**src/rtl/adder72_pkg.sv**
```systemverilog
// Shared constants, FSM state and operand bundle for the adder72 input staging stage.
package adder72_pkg;
  localparam int W     = 72;
  localparam int LANE  = 24;
  localparam int NLANE = W / LANE;

  typedef enum logic [1:0] {
    EMPTY = 2'd0,
    ONE   = 2'd1,
    TWO   = 2'd2
  } state_e;

  typedef struct packed {
    logic [W:1] a;
    logic [W:1] b;
    logic       c;
    logic       sub;
  } operand_t;

  // Even parity of one lane: the parity bit equals the XOR of the data bits.
  function automatic logic lane_par(input logic [LANE-1:0] v);
    return ^v;
  endfunction
endpackage

```
**src/rtl/adder72_skid.sv**
```systemverilog
// Generic 2-entry skid buffer; every output (including in_ready) comes straight from a flop.
module adder72_skid
  import adder72_pkg::*;
#(
  parameter type T = operand_t
) (
  input  logic clk,
  input  logic rst_n,
  input  logic in_valid,
  output logic in_ready,
  input  T     in_data,
  output logic out_valid,
  input  logic out_ready,
  output T     out_data
);

  state_e state_q;
  T       main_q, skid_q;
  logic   in_ready_q, out_valid_q;
  logic   acc, drn;

  assign acc = in_valid & in_ready_q;
  assign drn = out_valid_q & out_ready;

  always_ff @(posedge clk or negedge rst_n) begin
    if (!rst_n) begin
      state_q     <= EMPTY;
      main_q      <= '0;
      skid_q      <= '0;
      in_ready_q  <= 1'b1;
      out_valid_q <= 1'b0;
    end else begin
      case (state_q)
        EMPTY: if (acc) begin
          main_q      <= in_data;
          out_valid_q <= 1'b1;
          state_q     <= ONE;
        end
        ONE: begin
          if (acc && !drn) begin
            skid_q     <= in_data;
            in_ready_q <= 1'b0;
            state_q    <= TWO;
          end else if (acc && drn) begin
            main_q <= in_data;
          end else if (drn) begin
            out_valid_q <= 1'b0;
            state_q     <= EMPTY;
          end
        end
        TWO: if (drn) begin
          // in_ready is low here, so the skid entry is the only candidate for main.
          main_q     <= skid_q;
          in_ready_q <= 1'b1;
          state_q    <= ONE;
        end
        default: begin
          state_q     <= EMPTY;
          in_ready_q  <= 1'b1;
          out_valid_q <= 1'b0;
        end
      endcase
    end
  end

  assign in_ready  = in_ready_q;
  assign out_valid = out_valid_q;
  assign out_data  = main_q;

endmodule

```
**src/rtl/adder72_in_stage.sv**
```systemverilog
// Operand staging ahead of the 72-bit adder: subtract transform, then a registered skid buffer.
// Define ADDER72_PARITY_EN to add per-lane even-parity checking with a sticky par_err flag.
module adder72_in_stage #(
  parameter int W    = adder72_pkg::W,
  parameter int LANE = adder72_pkg::LANE
) (
  input  logic         clk,
  input  logic         rst_n,
  input  logic         in_valid,
  output logic         in_ready,
  input  logic [W:1]   in_a,
  input  logic [W:1]   in_b,
  input  logic         in_sub,
  input  logic         in_cin,
  output logic         out_valid,
  input  logic         out_ready,
  output logic [W:1]   A,
  output logic [W:1]   B,
  output logic         c0,
  output logic         out_sub
`ifdef ADDER72_PARITY_EN
  ,
  input  logic [W/LANE-1:0] in_par_a,
  input  logic [W/LANE-1:0] in_par_b,
  output logic              par_err
`endif
);
  import adder72_pkg::*;

  // The bundle width is fixed by the package; W must stay a whole number of lanes.
  if ((W % LANE) != 0) begin : g_w_not_lane_multiple
  end

  operand_t in_x, out_x;

  // Transform before storage so the adder sees final operands straight from flops.
  always_comb begin
    in_x     = '0;
    in_x.a   = in_a;
    in_x.b   = in_sub ? ~in_b : in_b;
    in_x.c   = in_sub | in_cin;
    in_x.sub = in_sub;
  end

  adder72_skid #(.T(operand_t)) u_skid (
    .clk      (clk),
    .rst_n    (rst_n),
    .in_valid (in_valid),
    .in_ready (in_ready),
    .in_data  (in_x),
    .out_valid(out_valid),
    .out_ready(out_ready),
    .out_data (out_x)
  );

  assign A       = out_x.a;
  assign B       = out_x.b;
  assign c0      = out_x.c;
  assign out_sub = out_x.sub;

`ifdef ADDER72_PARITY_EN
  localparam int NL = W / LANE;
  logic [NL-1:0] lane_bad;
  logic          par_err_q;

  for (genvar k = 0; k < NL; k++) begin : g_lane
    assign lane_bad[k] = (lane_par(in_a[k*LANE+1 +: LANE]) != in_par_a[k]) |
                         (lane_par(in_b[k*LANE+1 +: LANE]) != in_par_b[k]);
  end

  always_ff @(posedge clk or negedge rst_n) begin
    if (!rst_n)                             par_err_q <= 1'b0;
    else if (in_valid && in_ready && |lane_bad) par_err_q <= 1'b1;
  end

  assign par_err = par_err_q;
`endif

endmodule

```
**config.mk**
```make
export PLATFORM = sky130hd
export DESIGN_NAME = adder72_in_stage
export DESIGN_NICKNAME = d
export VERILOG_FILES = /design/src/rtl/adder72_pkg.sv /design/src/rtl/adder72_skid.sv /design/src/rtl/adder72_in_stage.sv
export SDC_FILE = /design/constraint.sdc
export NUM_CORES = 1
export LEC_CHECK = 0
export BUFFER_PORTS_ARGS = -buffer_cell sky130_fd_sc_hd__buf_2
export CORE_ASPECT_RATIO = 1.2
export CORE_MARGIN = 4
export CORE_UTILIZATION = 45
export DETAILED_ROUTE_END_ITERATION = 6
export PLACE_DENSITY = 0.68
export SKIP_LAST_GASP = 1
export SLEW_MARGIN = 15
export SYNTH_ARGS = -nofsm -noshare
export SYNTH_HDL_FRONTEND = slang
export SYNTH_SLANG_ARGS = --single-unit
export TNS_END_PERCENT = 10
```
**constraint.sdc**
```tcl
create_clock -name clk -period 2.6 [get_ports clk]
set_clock_uncertainty 0.1 [all_clocks]
set_input_delay 0.39 -clock clk [delete_from_list [all_inputs] [get_ports clk]]
set_output_delay 0.39 -clock clk [all_outputs]
set_load 0.05 [all_outputs]
```
==> impl_metrics.env <==
export IMPL_final_antenna_net_count=0
export IMPL_worstSetupPathType="flop to flop"
export IMPL_fp_dieArea_um2=32820
export IMPL_drc=0
export IMPL_drtIter0Drc=245
export IMPL_powerDensity_nw_per_um2=553.7
export IMPL_cts_tree="yes"
export IMPL_synth_largest_area_cell="dfrtp_1"
export IMPL_fin_nets=1404
export IMPL_grt_pass1_vias=9120
export IMPL_clockRootBuffer="clkbuf_16"
export IMPL_synthArstFlopShare_pct=100.0
export IMPL_layout_drive_gt1_share_pct=60.03
export IMPL_crit_chain="a21boi_2 -> nor3b_4 -> buf_12 -> mux2_2"
export IMPL_ctsResizeCount=0
export IMPL_timing_slew_headroom_pct=61.93
export IMPL_clk_pin_slew_ns=0.06
export IMPL_vdd_ir_drop_worst_mv=0.5017
export IMPL_crit_arrival_ns=2.61
export IMPL_worstSetupStartpointType="flop"
export IMPL_start_util_pct=45.54
export IMPL_ios=298
export IMPL_grt_util_all_layers_pct=17.83
export IMPL_antenna_found_initial=0
export IMPL_power_leakage_nw=9.044
export IMPL_yosysMostFrequentCell="mux2_2"
export IMPL_antenna_cells=0
export IMPL_switching_share_pct=21.42
export IMPL_pwr_share_seq_pct=48.3
export IMPL_portBuffers=297
export IMPL_fp_row_count=69
export IMPL_dr_pass1_iters=4
export IMPL_vias_per_cell=5.010
export IMPL_synth_area_per_cell_um2=15.27
export IMPL_postCtsSetupBuffers=0
export IMPL_cpMaxStageDelayCell="dfrtp_1"
export IMPL_path_max_fanout=84
export IMPL_cp_end_kind="flop"
export IMPL_hold_violations=0
export IMPL_synth_commonest_cells="390 x mux2_2, 295 x dfrtp_1, 73 x xor2_1, 48 x mux2_1, 28 x buf_4"
export IMPL_yosys_top_cells_area="dfrtp_1 55%, mux2_2 33%, xor2_1 4.7%, mux2_1 4.0%, buf_4 1.6%"
export IMPL_wl_mm=29.72
export IMPL_cts_htree_levels=1
export IMPL_placed_area_um2=15490
export IMPL_die_x_um=166.0
export IMPL_synth_cell_types=22
export IMPL_synth_cells=883
export IMPL_synth_fp_nets=1033
export IMPL_fin_worst_hold_slack_ns=0.1107
export IMPL_fin_area_um2=17240
export IMPL_synth_ff_type="dfrtp_1"
export IMPL_pwr_share_clk_pct=45.1
export IMPL_postCtsHoldBufs=74
export IMPL_slew_viol_final=0
export IMPL_syn2layout_area_growth_pct=27.80
export IMPL_clock_fmax_mhz=437.3
export IMPL_min_period_over_period_pct=87.95
export IMPL_synth_area_um2=13490
export IMPL_worst_slew_pin_slew_ns=0.5711
export IMPL_min_path_type="input port to flop"
export IMPL_grt_max_degree=85
export IMPL_synth_edf_count=0
export IMPL_required_ns=2.92
export IMPL_status="finished clean"
export IMPL_yosys_warnings=0
export IMPL_hpwlAfterDp_mm=19.69
export IMPL_wire_per_inst_um=17.84
export IMPL_rsz0062_at_grt="no"
export IMPL_combPwrFrac_pct=6.6
export IMPL_fin_tns_setup_ns=0
export IMPL_fin_util_pct=58.21
export IMPL_grt_overflow=0
export IMPL_p_int_mw=7.499
export IMPL_maxCapViolCount=0
export IMPL_num_vias=8346
export IMPL_core_area_um2=29610
export IMPL_die_h_um=197.6
export IMPL_cts_buffer_depth=3
export IMPL_setup_viol=0
export IMPL_gp_congestion=0.7414
export IMPL_cts_sinks=296
export IMPL_yosysSeqAreaShare_pct=54.93
export IMPL_grt_first_pass_wirelength_mm=48.49
export IMPL_clock_latency_ns=0.54
export IMPL_cpPeakStageDelay_ns=0.47
export IMPL_switchingPower_mw=2.045
export IMPL_cts_buffers=31
export IMPL_post_route_min_period_ns=2.287
export IMPL_ys_ff_latch=296
export IMPL_synth_top_area_share_pct=54.74
==> cells in the final DEF (no fill, tap or decap), drive strengths merged <==
master       count
dfrtp          295
bufinv           1
clkbuf          48
nor3b            1
a31oi            1
o22ai            2
a21boi           1
or2              1
nor2b            2
clkinvlp         1
dfstp            1
a21oi            1
mux2           438
o22a             1
buf            322
a21o             2
o32ai            1
dlygate4sd3     74
nand2            2
xor2            73
clkinv           5
nand2b           1
inv              2
==> registers in the layout, indices dropped and copies added, names as in the netlist <==
name,flops
u_skid.in_ready,1
u_skid.out_data,146
u_skid.out_valid,1
u_skid.skid_q,146
u_skid.state_q,2
==> metal layers <==
layer | GRT usage, % | share of wire (%) | vias to the layer above
met5 | 0 | 0 | -
met4 | 4.921 | 2.5 | 0
met3 | 4.003 | 5.9 | 52
met2 | 31.43 | 51 | 203
met1 | 22.24 | 41 | 4225
li1 | - | - | 3866
==> path summary, 6_finish.rpt <==
check,from,endpoint,slack [ns],depth (start not counted)
min in group asynchronous,rst_n,u_skid.out_data[86]$_DFFE_PN0P_,0.30,2
worst max register to register,u_skid.state_q[0]$_DFFE_PN0P_,u_skid.skid_q[79]$_DFFE_PN0P_,0.31,4
worst max-delay path,u_skid.state_q[0]$_DFFE_PN0P_,u_skid.skid_q[79]$_DFFE_PN0P_,0.31,4
max in group asynchronous,rst_n,u_skid.skid_q[11]$_DFFE_PN0P_,1.26,3
worst min-delay path,in_cin,u_skid.skid_q[1]$_DFFE_PN0P_,0.11,3
worst min register to register,u_skid.skid_q[38]$_DFFE_PN0P_,u_skid.skid_q[38]$_DFFE_PN0P_,0.38,1
==> per-stage QoR <==
step	std cells	setup WS [ns]	total power, mW
floorplan	883	0.4924	4.934
global placement	1537	0.3764	5.230
detailed placement	1537	0.3471	5.236
CTS	1666	0.3382	9.684
global route	1666	0.1969	9.955
finish	1666	0.3134	9.544
==> critical path, delay by kind of cell (launching register included) <==
family | cells | cell delay [ns]
AOI/OAI and AO/OA | 1 | 0.34
muxes | 1 | 0.40
and+or+nand+nor | 1 | 0.34
buffers and inverters | 1 | 0.40
DFF | 1 | 0.47
==> power by group through the flow <==
stage / clock network, mW / registers (mW) / logic [mW]
2_1_floorplan: 0 / 4.69 / 0.242
3_3_place_gp: 0 / 4.69 / 0.539
3_5_place_dp: 0 / 4.69 / 0.546
4_1_cts: 4.44 / 4.61 / 0.641
5_1_grt: 4.65 / 4.60 / 0.703
6_report: 4.31 / 4.61 / 0.628
==> cell type report <==
cell class                      count  area [µm²]
Tap cell                          390       488.0
Timing Repair Buffer              396        2603
Inverter                            2       7.507
Clock inverter                      7       66.31
Multi-Input combinational cell    527        5724
Sequential cell                   296        7408
Clock buffer                       48       939.7
Fill cell                        2383       12380
==> logic make-up after synthesis <==
group                     share of synthesized area [%]
and+or+nand+nor                                  0.3340
AOI/OAI and AO/OA                                0.5009
DFF                                               54.93
buffers and inverters                             2.922
xor gates and xnor gates                          4.741
muxes                                             36.57
(Power assumes the default switching activity.)
